**config.mk**
```make
export PLATFORM = sky130hd
export DESIGN_NAME = mcp47feb_dac_sequencer
export DESIGN_NICKNAME = d
export VERILOG_FILES = /design/src/rtl/mcp47feb_dac_sequencer.sv
export SDC_FILE = /design/constraint.sdc
export NUM_CORES = 1
export LEC_CHECK = 0
export ABC_CLOCK_PERIOD_IN_PS = 1800
export CELL_PAD_IN_SITES_DETAIL_PLACEMENT = 1
export CELL_PAD_IN_SITES_GLOBAL_PLACEMENT = 2
export CORE_MARGIN = 2
export CORE_UTILIZATION = 25
export DETAILED_ROUTE_END_ITERATION = 10
export HOLD_SLACK_MARGIN = 0.12
export PLACE_DENSITY_LB_ADDON = 0.1
export SLEW_MARGIN = 20
export SYNTH_ARGS = -nofsm -noshare
export SYNTH_HDL_FRONTEND = slang
export SYNTH_SLANG_ARGS = --single-unit
```
**constraint.sdc**
```tcl
create_clock -name clk_25M -period 1.8 [get_ports clk_25M]
set_input_delay 0.36 -clock clk_25M [delete_from_list [all_inputs] [get_ports clk_25M]]
set_output_delay 0.36 -clock clk_25M [all_outputs]
set_load 0.005 [all_outputs]
```
**src/rtl/mcp47feb_dac_sequencer.sv**
```systemverilog
// mcp47feb_dac_sequencer
//   Arbitrates DAC update requests from two requesters (ch0 -> DAC0 register,
//   ch1 -> DAC1 register) and turns each granted request into one I2C
//   write_multiple-with-stop transaction on the i2c_master command/data
//   streams: the command, then three bytes (register command byte, value
//   high nibble, value low byte). i2c_master runs on clk_25M as well.
//
// Ports
//   clk_25M, rst_p        clock; asynchronous active-high reset
//   chN_req / chN_value   level request held until chN_ack; value sampled at grant
//   chN_ack               1-cycle pulse in the IDLE cycle that grants chN
//   cmd_*                 i2c_master command stream (start/read/write tied 0)
//   data_in*              i2c_master write-data stream
//   i2c_busy              i2c_master busy, waited on after the last byte
//   i2c_missed_ack        i2c_master missed_ack pulse
//   busy                  transaction in progress (any state except IDLE)
//   done                  1-cycle completion pulse, qualified by err_nack/err_timeout
//   nack_count            saturating count of NACKed transactions
//   dbg_state             current FSM state
//
// Handshake: a transfer happens on a clk_25M edge where valid && ready.
// valid, data and last are held stable until that transfer, the only
// exception being a timeout abort, which drops every valid and last at once.
module mcp47feb_dac_sequencer #(
  parameter logic [6:0]  DEV_ADDR = 7'h60,
  parameter logic [4:0]  CH0_REG  = 5'h00,
  parameter logic [4:0]  CH1_REG  = 5'h01,
  parameter int unsigned TIMEOUT  = 20000
) (
  input  logic        clk_25M,
  input  logic        rst_p,
  input  logic        ch0_req,
  input  logic [11:0] ch0_value,
  output logic        ch0_ack,
  input  logic        ch1_req,
  input  logic [11:0] ch1_value,
  output logic        ch1_ack,
  output logic [6:0]  cmd_address,
  output logic        cmd_start,
  output logic        cmd_read,
  output logic        cmd_write,
  output logic        cmd_write_multiple,
  output logic        cmd_stop,
  output logic        cmd_valid,
  input  logic        cmd_ready,
  output logic [7:0]  data_in,
  output logic        data_in_valid,
  input  logic        data_in_ready,
  output logic        data_in_last,
  input  logic        i2c_busy,
  input  logic        i2c_missed_ack,
  output logic        busy,
  output logic        done,
  output logic        err_nack,
  output logic        err_timeout,
  output logic [7:0]  nack_count,
  output logic [2:0]  dbg_state
);

  typedef enum logic [2:0] {
    S_IDLE   = 3'd0,
    S_CMD    = 3'd1,
    S_B0     = 3'd2,
    S_B1     = 3'd3,
    S_B2     = 3'd4,
    S_WAIT   = 3'd5,
    S_REPORT = 3'd6
  } state_t;

  localparam logic [15:0] TMO_LAST = 16'(TIMEOUT - 1);

  state_t      state, state_nxt;
  logic        last_grant;
  logic [11:0] value_q;
  logic [4:0]  reg_q;
  logic [15:0] tmo_cnt;
  logic        nack_flag;
  logic        tmo_flag;
  logic [7:0]  nack_cnt_q;

  logic        req_any;
  logic        grant_ch;
  logic        tmo_hit;
  logic        tmo_abort;

  // Round-robin: with both requesting, the channel not granted last time wins.
  assign req_any  = ch0_req | ch1_req;
  assign grant_ch = (ch0_req && ch1_req) ? ~last_grant : ch1_req;

  // tmo_cnt holds the number of cycles elapsed since the grant (1 in the
  // first CMD cycle), so the abort cycle is TIMEOUT-1 cycles after grant and
  // REPORT lands exactly TIMEOUT cycles after grant.
  assign tmo_hit = (tmo_cnt == TMO_LAST);

  assign cmd_start  = 1'b0;
  assign cmd_read   = 1'b0;
  assign cmd_write  = 1'b0;
  assign busy       = (state != S_IDLE);
  assign nack_count = nack_cnt_q;
  assign dbg_state  = state;

  always_ff @(posedge clk_25M or posedge rst_p) begin
    if (rst_p) begin
      state      <= S_IDLE;
      last_grant <= 1'b1;
      value_q    <= '0;
      reg_q      <= '0;
      tmo_cnt    <= '0;
      nack_flag  <= 1'b0;
      tmo_flag   <= 1'b0;
      nack_cnt_q <= '0;
    end else begin
      state <= state_nxt;
      if (state == S_IDLE) begin
        if (req_any) begin
          last_grant <= grant_ch;
          value_q    <= grant_ch ? ch1_value : ch0_value;
          reg_q      <= grant_ch ? CH1_REG : CH0_REG;
          tmo_cnt    <= 16'd1;
          nack_flag  <= 1'b0;
          tmo_flag   <= 1'b0;
        end
      end else begin
        tmo_cnt <= tmo_cnt + 16'd1;
        if (i2c_missed_ack) nack_flag <= 1'b1;
        if (tmo_abort) tmo_flag <= 1'b1;
        if (state == S_REPORT && nack_flag && nack_cnt_q != 8'hFF)
          nack_cnt_q <= nack_cnt_q + 8'd1;
      end
    end
  end

  always_comb begin
    state_nxt          = state;
    ch0_ack            = 1'b0;
    ch1_ack            = 1'b0;
    cmd_address        = '0;
    cmd_write_multiple = 1'b0;
    cmd_stop           = 1'b0;
    cmd_valid          = 1'b0;
    data_in            = '0;
    data_in_valid      = 1'b0;
    data_in_last       = 1'b0;
    done               = 1'b0;
    err_nack           = 1'b0;
    err_timeout        = 1'b0;
    tmo_abort          = 1'b0;
    case (state)
      S_IDLE: begin
        // The ack is combinational, so it is masked while reset is held.
        if (req_any && !rst_p) begin
          ch0_ack   = ~grant_ch;
          ch1_ack   = grant_ch;
          state_nxt = S_CMD;
        end
      end
      S_CMD: begin
        if (tmo_hit) begin
          tmo_abort = 1'b1;
          state_nxt = S_REPORT;
        end else begin
          cmd_valid          = 1'b1;
          cmd_address        = DEV_ADDR;
          cmd_write_multiple = 1'b1;
          cmd_stop           = 1'b1;
          if (cmd_ready) state_nxt = S_B0;
        end
      end
      S_B0: begin
        if (tmo_hit) begin
          tmo_abort = 1'b1;
          state_nxt = S_REPORT;
        end else begin
          data_in       = {reg_q, 2'b00, 1'b0};
          data_in_valid = 1'b1;
          if (data_in_ready) state_nxt = S_B1;
        end
      end
      S_B1: begin
        if (tmo_hit) begin
          tmo_abort = 1'b1;
          state_nxt = S_REPORT;
        end else begin
          data_in       = {4'b0000, value_q[11:8]};
          data_in_valid = 1'b1;
          if (data_in_ready) state_nxt = S_B2;
        end
      end
      S_B2: begin
        if (tmo_hit) begin
          tmo_abort = 1'b1;
          state_nxt = S_REPORT;
        end else begin
          data_in       = value_q[7:0];
          data_in_valid = 1'b1;
          data_in_last  = 1'b1;
          if (data_in_ready) state_nxt = S_WAIT;
        end
      end
      S_WAIT: begin
        // Timeout takes precedence so a stuck-busy bus is reported as such.
        if (tmo_hit) begin
          tmo_abort = 1'b1;
          state_nxt = S_REPORT;
        end else if (!i2c_busy) begin
          state_nxt = S_REPORT;
        end
      end
      S_REPORT: begin
        done        = 1'b1;
        err_nack    = nack_flag;
        err_timeout = tmo_flag;
        state_nxt   = S_IDLE;
      end
      default: state_nxt = S_IDLE;
    endcase
  end

endmodule

```
Yosys cells after proc, flatten, opt, wreduce, memory -nomap -nowiden
Index checks and enable logic that the tools add are counted.

storage, ports and cells
  output and inout bits = 40
  flip-flop bits (word level) = 47
  logic and storage cells = 86

cells by class
  reductions and logical operators = 16
  $add $sub $neg = 2
  muxes and demuxes = 41
  equality and inequality tests = 15
  bitwise logic cells = 4

operators by type and width
  kind                   count
  $mux 3                 11
  $mux 16                2
  $pmux 8 s3             1
  $mux 1                 20
  $pmux 3 s6             1
  $add 16x1->16 const B  1
  $eq 16x15->1 const B   1
  $mux 8                 2
  $ne 3x3->1 const B     5
  $mux 7                 2
  $mux 12                1
  $eq 3x3->1 const B     3
  $add 8x1->8 const B    1
  $ne 8x8->1 const B     1
  $reduce_and 2->1       4
  $eq 3x2->1 const B     2
  $reduce_and 6->1       1
  $reduce_or 5->1        1
  $logic_and 1x1->1      4
  $mux 4                 1
  $reduce_bool 2->1      2
  $eq 3x1->1 const B     1
  $logic_not 3->1        1
  $not 1->1              3
  other kinds (6)        6

Logic depth before layout (Yosys ltp)
Gate-level depths: netlist of run 1.

  depth after elaboration = 5
  depth in mapped cells = 7

Least setup slack after synthesis of run 1
Ideal clock, no wire load.

  kind = flip-flop to output port
  start = register state[2] (netlist: dbg_state[2])
  end = output ch0_ack
  arrival = 1.655 ns
  setup slack = -0.215 ns
  path buffers = 2
  stages on the path, launching flop included = 6
  data required time = 1.440 ns
  cells stage by stage = dfrtp_1 > nor3_2 > o21ai_0 > clkbuf_1 > clkbuf_1 > nor3_1

on the way
  cells in the longest elaborated chain, start to end = 2

RTL lines
  what                      RTL line  source
  start: declaration        72        state_t state, state_nxt;
  start signal: assignment  113       state <= state_nxt;
  $logic_not 3->1           148       case (state)
  $mux 1                    148
  end: declaration          34        output logic ch0_ack,

No other way between the ends.

Worst setup path in the final report of run 1
  start = register tmo_cnt[15]
  end = output data_in[5]

on the way
  cells in the longest elaborated chain, start to end = 3
  elaborated cells on any way between the ends = 4
  those cells by class = eq/ne: 1; mux: 3

RTL lines
  what                       RTL line  source
  start: declaration         76        logic [15:0] tmo_cnt;
  start signal: assignment   124       tmo_cnt <= tmo_cnt + 16'd1;
  $eq 16x15->1 (*)           93        assign tmo_hit = (tmo_cnt == TMO_LAST);
  $mux 8 (on tied branches)  190, 170
  $pmux 8 s3 (*)             148
  end: declaration           46        output logic [7:0] data_in,

Every way passes the cells marked *; elsewhere a longest branch is shown, timed or not.

==> metrics.csv, run 1 <==
metric,value,unit
status,"complete, but fails checks",
failing checks,negative setup slack,
DP HPWL,5.41,mm
most frequent cell after synthesis,dfrtp_1,
nets,428,
pwr/cell area,1170,mW/mm^2
Die Y,102,um
CP arrival,2.03,ns
Via density,4.50,
reg2reg setup slack,-0.30,ns
antenna fix cells,0,
area delta synth->final,71.0,%
Final Hold Vio Count,0,
GRT Overall Usage,0.152,
final setup fails,22,
Crit Path Max Fanout,3,
sw frac,0.352,
Min-Delay Path Class,flop to flop,
CTS tree,done,
# fillers,1065,
launch point of the worst path,tmo_cnt[15],
initial antenna violation count,0,
DR DRC count,0,
skew final,0.00917,ns
worst r2r path cells,7,
Die ar.,0.0104,mm^2
post-synth cell types,49,
largest area contributor in the netlist,dfrtp_1,
vias in the first global route,2468,
Vias,2358,
Yosys top cell area share,0.436,
sequential share of power,0.303,
pin count of the biggest net entering global routing,39,
Gate power share,0.540,
number of cell rows,35,
Final Cycle Share,1.33,
CP endpoint kind,primary output,
Int Pwr,3.12,mW
port bufs,63,
router iterations before antenna repair,4,
critical setup path kind,flop to primary output,
Max Slew Vio Count,0,
GR Overflow Total,0,
synth warn,0,
sequential share of the synthesized area,0.447,
first-pass GRT wire length,12.3,mm
final worst slack,-0.589,ns
dpl ws,-0.577,ns
clock sinks,43,
synthesized area per cell,9.49,um^2
worst ir drop on vdd,0.368,mV
Final min period,2.39,ns
Worst R2R End,dbg_state[1],
Startpoint Class,flop,
Yosys reg bits,43,
Clock power frac,0.156,
GPL Wtd Cong,0.780,
detailed router's first-iteration violation count,42,
Die Wd,102,um
CTS max path bufs,2,
routed len/inst,14.8,um
num ports,72,
LEAKAGE,1.96,nW
post-synthesis async set-or-reset flop share,1.00,
H-tree depth,2,
Root Driver,clkbuf_8,
Synth top cells by count,"dfrtp_1 (42), nand2_1 (37), o21ai_0 (25)",
Max-Cap Viols,0,
DRT antenna net count,0,
crit path capture,data_in[5],
core area,0.00928,mm^2
worst-skew pair later-pin latency,0.29,ns
Finished Core Util,0.444,
initial cell density of the core,0.260,
Max Clk Rate,419,MHz
RR Startpoint,tmo_cnt[15],
Mapped Area,0.00241,mm^2
CP Data Required Time,1.44,ns
RSZ-0062 raised after global routing,yes,
Post-synth top flop,dfrtp_1,
Clock transition at path regs,0.09,ns
CTS buffer count,5,
sw power,1.70,mW
Post-Route WL,7.73,mm
Gate Count Post-Synth,254,
number of synthesized flops with an enable pin,0,
fraction of layout cells with a size suffix above 1,0.408,
Synth area leaders,"dfrtp_1 (44%), mux2i_1 (7.1%), nand2_1 (5.8%), o21ai_0 (5.2%), buf_4 (4.0%)",
[worst max-delay path: stages (launching register included)]
cell and delay (ns):
dfrtp_1 0.38, or4b_4 0.55, nor3_4 0.22, nand4_4 0.16, buf_6 0.16, and3_4 0.16, buf_6 0.11
[what timing repair did]
| item | in CTS | in global routing |
|---|---|---|
| resized for setup | 132 | 44 |
| endpoints found under the setup margin | 33 | 42 |
| buffers inserted | 29 | 9 |
| pin swaps | 21 | 17 |
| hold buffers | 0 | 0 |
[registers in the layout (all words and copies together) (netlist names)]
name / flops
tmo_cnt: 16
value_q: 12
nack_count: 8
dbg_state: 3
last_grant: 1
nack_flag: 1
reg_q: 1
tmo_flag: 1
[logic make-up (layout without fill, tap and decap cells)]
kind of cell    Yosys count  count (layout)  synth area share
simple gates             95              95             0.209
fa+ha+maj                 2               2            0.0104
other cells               1               8           0.00156
mux                      20              20            0.0846
buf+inv                  30             164            0.0747
xor+xnor                  7               7            0.0254
compound gates           56              56             0.148
flops                    43              43             0.447
[power by group through the flow]
stage	logic, mW	clock network, mW	registers (mW)
6_report	2.60	0.753	1.46
5_1_grt	2.87	0.819	1.50
3_3_place_gp	2.06	0	1.49
4_1_cts	2.48	0.782	1.46
3_5_place_dp	2.10	0	1.49
2_1_floorplan	1.03	0	1.45
[per-stage QoR]
| stage | hold WS, ns | std cells | area (um^2) | TNS [ns] | power [mW] |
|---|---|---|---|---|---|
| after floorplan | 0.430 | 261 | 2470 | -1.77 | 2.48 |
| after global placement | 0.459 | 487 | 3580 | -10.01 | 3.55 |
| after detailed placement | 0.459 | 487 | 3580 | -11.59 | 3.59 |
| after CTS | 0.479 | 523 | 4000 | -11.19 | 4.72 |
| after global routing | 0.517 | 524 | 4120 | -11.41 | 5.18 |
| final | 0.486 | 524 | 4120 | -9.24 | 4.82 |
[layout by cell type, fill, tap and decap left out, drive strengths merged, types with 4 or more instances in the layout]
cell and n:
clkdlybuf4s50 38, and3 14, o31ai 6, clkbuf 8, o21ai 25, mux2i 17, conb 8, xnor2 5
a21oi 4, buf 105, o211ai 6, nor3 5, inv 6, dfrtp 42, nand2 37, nand3 8
nor2 17
[layer usage]
metal	track usage	up-vias	routed length (um)
met2	0.264	40	3970
met1	0.202	1144	3480
met5	0	-	0
met3	0.0205	5	213
li1	-	1169	-
met4	0.0369	0	67
[cell type report]
| cell class | instances | area [um^2] | area share |
|---|---|---|---|
| sequential | 43 | 1080 | 0.262 |
| timing repair buffer | 149 | 1380 | 0.334 |
| clock buffer | 7 | 76.3 | 0.0185 |
| tap | 129 | 161 | 0.0392 |
| multi-input combinational | 188 | 1370 | 0.331 |
| inverter | 7 | 33.8 | 0.00819 |
| clock inverter | 1 | 30.0 | 0.00728 |
[worst min path at each step]
stage              from    endpoint  slack, ns  cells past startpoint
2_1_floorplan   ch0_req  last_grant       0.43                      1
3_3_place_gp   reg_q[0]    reg_q[0]       0.46                      2
3_5_place_dp   reg_q[0]    reg_q[0]       0.46                      2
4_1_cts        reg_q[0]    reg_q[0]       0.48                      2
5_1_grt        reg_q[0]    reg_q[0]       0.52                      2
6_report       tmo_flag    tmo_flag       0.49                      1
(Power assumes the default switching activity.)
==> run 2: changes to the inputs <==
--- a/config.mk
+++ b/config.mk
@@ -6,10 +6,10 @@
 export NUM_CORES = 1
 export LEC_CHECK = 0
 export ABC_CLOCK_PERIOD_IN_PS = 1800
-export CELL_PAD_IN_SITES_DETAIL_PLACEMENT = 1
-export CELL_PAD_IN_SITES_GLOBAL_PLACEMENT = 2
+export CELL_PAD_IN_SITES_DETAIL_PLACEMENT = 0
+export CELL_PAD_IN_SITES_GLOBAL_PLACEMENT = 1
 export CORE_MARGIN = 2
-export CORE_UTILIZATION = 25
+export CORE_UTILIZATION = 30
 export DETAILED_ROUTE_END_ITERATION = 10
 export HOLD_SLACK_MARGIN = 0.12
 export PLACE_DENSITY_LB_ADDON = 0.1
==> metrics.csv, run 2 (synthesis gave the netlist of run 1 again) <==
metric,value,unit,change
DR DRC count,0,,unchanged
RSZ-0062 raised after global routing,yes,,unchanged
pwr/cell area,1140,mW/mm^2,was 1170 mW/mm^2
CTS tree,done,,unchanged
final setup fails,22,,unchanged
Worst R2R End,dbg_state[0],,was dbg_state[1]
critical setup path kind,flop to primary output,,unchanged
Post-Route WL,6.75,mm,was 7.73 mm
number of cell rows,32,,was 35
setup total negative slack,-9.71,ns,was -9.24 ns
CP Data Required Time,1.44,ns,about the same
final worst slack,-0.619,ns,was -0.589 ns
GPL Wtd Cong,0.754,,was 0.780
LEAKAGE,1.89,nW,was 1.96 nW
"leading cell type in the layout, fill and taps excluded",buf_4,,unchanged
Startpoint Class,flop,,unchanged
clock sinks,43,,unchanged
core area,0.00777,mm^2,was 0.00928 mm^2
Min-Delay Path Class,flop to flop,,unchanged
GRT Overall Usage,0.160,,was 0.152
Clock transition at path regs,0.08,ns,was 0.09 ns
most frequent cells in the layout,"buf_4 (66), dfrtp_1 (40), clkdlybuf4s50_1 (38)",,"was buf_4 (58), dfrtp_1 (40), clkdlybuf4s50_1 (38)"
status,"complete, but fails checks",,unchanged
port bufs,63,,unchanged
Final Cycle Share,1.34,,was 1.33
first-pass GRT wire length,11.0,mm,was 12.3 mm
pin count of the biggest net entering global routing,39,,unchanged
skew final,0.00649,ns,was 0.00917 ns
Hold Path Depth,2,,was 1
DRT antenna net count,0,,unchanged
reg2reg setup slack,-0.34,ns,was -0.30 ns
actual slew at the worst max-slew pin,0.489,ns,
# fillers,728,,was 1065
worst-skew pair later-pin latency,0.30,ns,was 0.29 ns
nets,426,,was 428
Fin Hold WS,0.487,ns,was 0.486 ns
routed len/inst,13.6,um,was 14.8 um
Max Slew Vio Count,0,,unchanged
Max Clk Rate,413,MHz,was 419 MHz
Final Hold Vio Count,0,,unchanged
Root Driver,clkbuf_8,,unchanged
CTS max path bufs,2,,unchanged
Vias,2326,,was 2358
H-tree depth,2,,unchanged
antenna fix cells,0,,unchanged
CP arrival,2.06,ns,was 2.03 ns
area delta synth->final,63.5,%,was 71.0%
hold buffers post-CTS,0,,unchanged
initial antenna violation count,0,,unchanged
DP HPWL,4.72,mm,was 5.41 mm
num ports,72,,unchanged
hold endpoint,value_q[1],,was tmo_flag
max FFs per register,16,,unchanged
hold path startpoint,value_q[1],,was tmo_flag
GR Overflow Total,0,,unchanged
vias in the first global route,2282,,was 2468
initial cell density of the core,0.310,,was 0.260
largest register by flop count,tmo_cnt,,unchanged
Die ar.,0.00877,mm^2,was 0.0104 mm^2
router iterations before antenna repair,4,,unchanged
worst r2r path cells,7,,unchanged
failing checks,negative setup slack,,unchanged
CP endpoint kind,primary output,,unchanged
RR Startpoint,tmo_cnt[7],,was tmo_cnt[15]
Die Y,93.7,um,was 102 um
detailed router's first-iteration violation count,53,,was 42
Design Power,4.50,mW,was 4.82 mW
Final min period,2.42,ns,was 2.39 ns
Crit Path Max Fanout,4,,was 3
Via density,4.70,,was 4.50
worst ir drop on vdd,0.390,mV,was 0.368 mV
fraction of layout cells with a size suffix above 1,0.389,,was 0.408
CTS buffer count,5,,unchanged
Die Wd,93.7,um,was 102 um
Max-Cap Viols,0,,unchanged
max_slew headroom,0.671,,
run 2: worst max-delay path, cell delays in order (launching register included):
cell	delay, ns
dfrtp_1	0.38
or4b_4	0.54
nor3_4	0.21
nand4_4	0.19
buf_6	0.17
and3_4	0.16
buf_6	0.11
run 2: repair_timing:
action / in CTS / in global routing
buffers inserted: 27 / 9
pin swaps: 15 / 15
setup endpoints to repair: 31 / 27
resized for setup: 110 / 31
run 2: area by class of cell:
type | count | area, um^2 | share of cell area
flip-flops and latches | 43 | 1080 | 0.274
well taps | 102 | 128 | 0.0324
clock buffers | 6 | 72.6 | 0.0184
repair buffers | 147 | 1290 | 0.327
inverters | 7 | 26.3 | 0.00667
multi-input cells | 188 | 1340 | 0.339
clock inverters | 2 | 12.5 | 0.00317
run 2: report_power, final:
part           internal (mW)  switching, mW
combinational           1.36           1.07
clock                  0.272          0.340
sequential              1.26          0.201
total                   2.89           1.61
run 2: per-stage QoR:
step / cells / utilization / setup WS, ns / cell area, um^2
finish: 495 / 0.507 / -0.619 / 3940
global route: 495 / 0.507 / -0.717 / 3940
CTS: 492 / 0.495 / -0.664 / 3840
detailed placement: 458 / 0.452 / -0.548 / 3510
global placement: 458 / 0.452 / -0.514 / 3510
floorplan: 261 / - / -0.133 / 2470
run 2: how the worst max path moves through the flow:
stage / endpoint / slack (ns) / startpoint / cells after the start
4_1_cts: data_in[7] / -0.66 / tmo_cnt[8] / 6
2_1_floorplan: cmd_address[5] / -0.13 / tmo_cnt[7] / 5
6_report: data_in[7] / -0.62 / tmo_cnt[7] / 6
3_3_place_gp: cmd_stop / -0.51 / tmo_cnt[15] / 6
5_1_grt: data_in[6] / -0.72 / tmo_cnt[7] / 6
3_5_place_dp: cmd_valid / -0.55 / tmo_cnt[15] / 6
run 2: per-layer routing:
metal,share of wire,routed length [um],GRT usage
met1,0.48,3250,0.213
met2,0.47,3170,0.265
met3,0.037,247,0.0289
met4,0.012,83,0.0507
met5,0,0,0
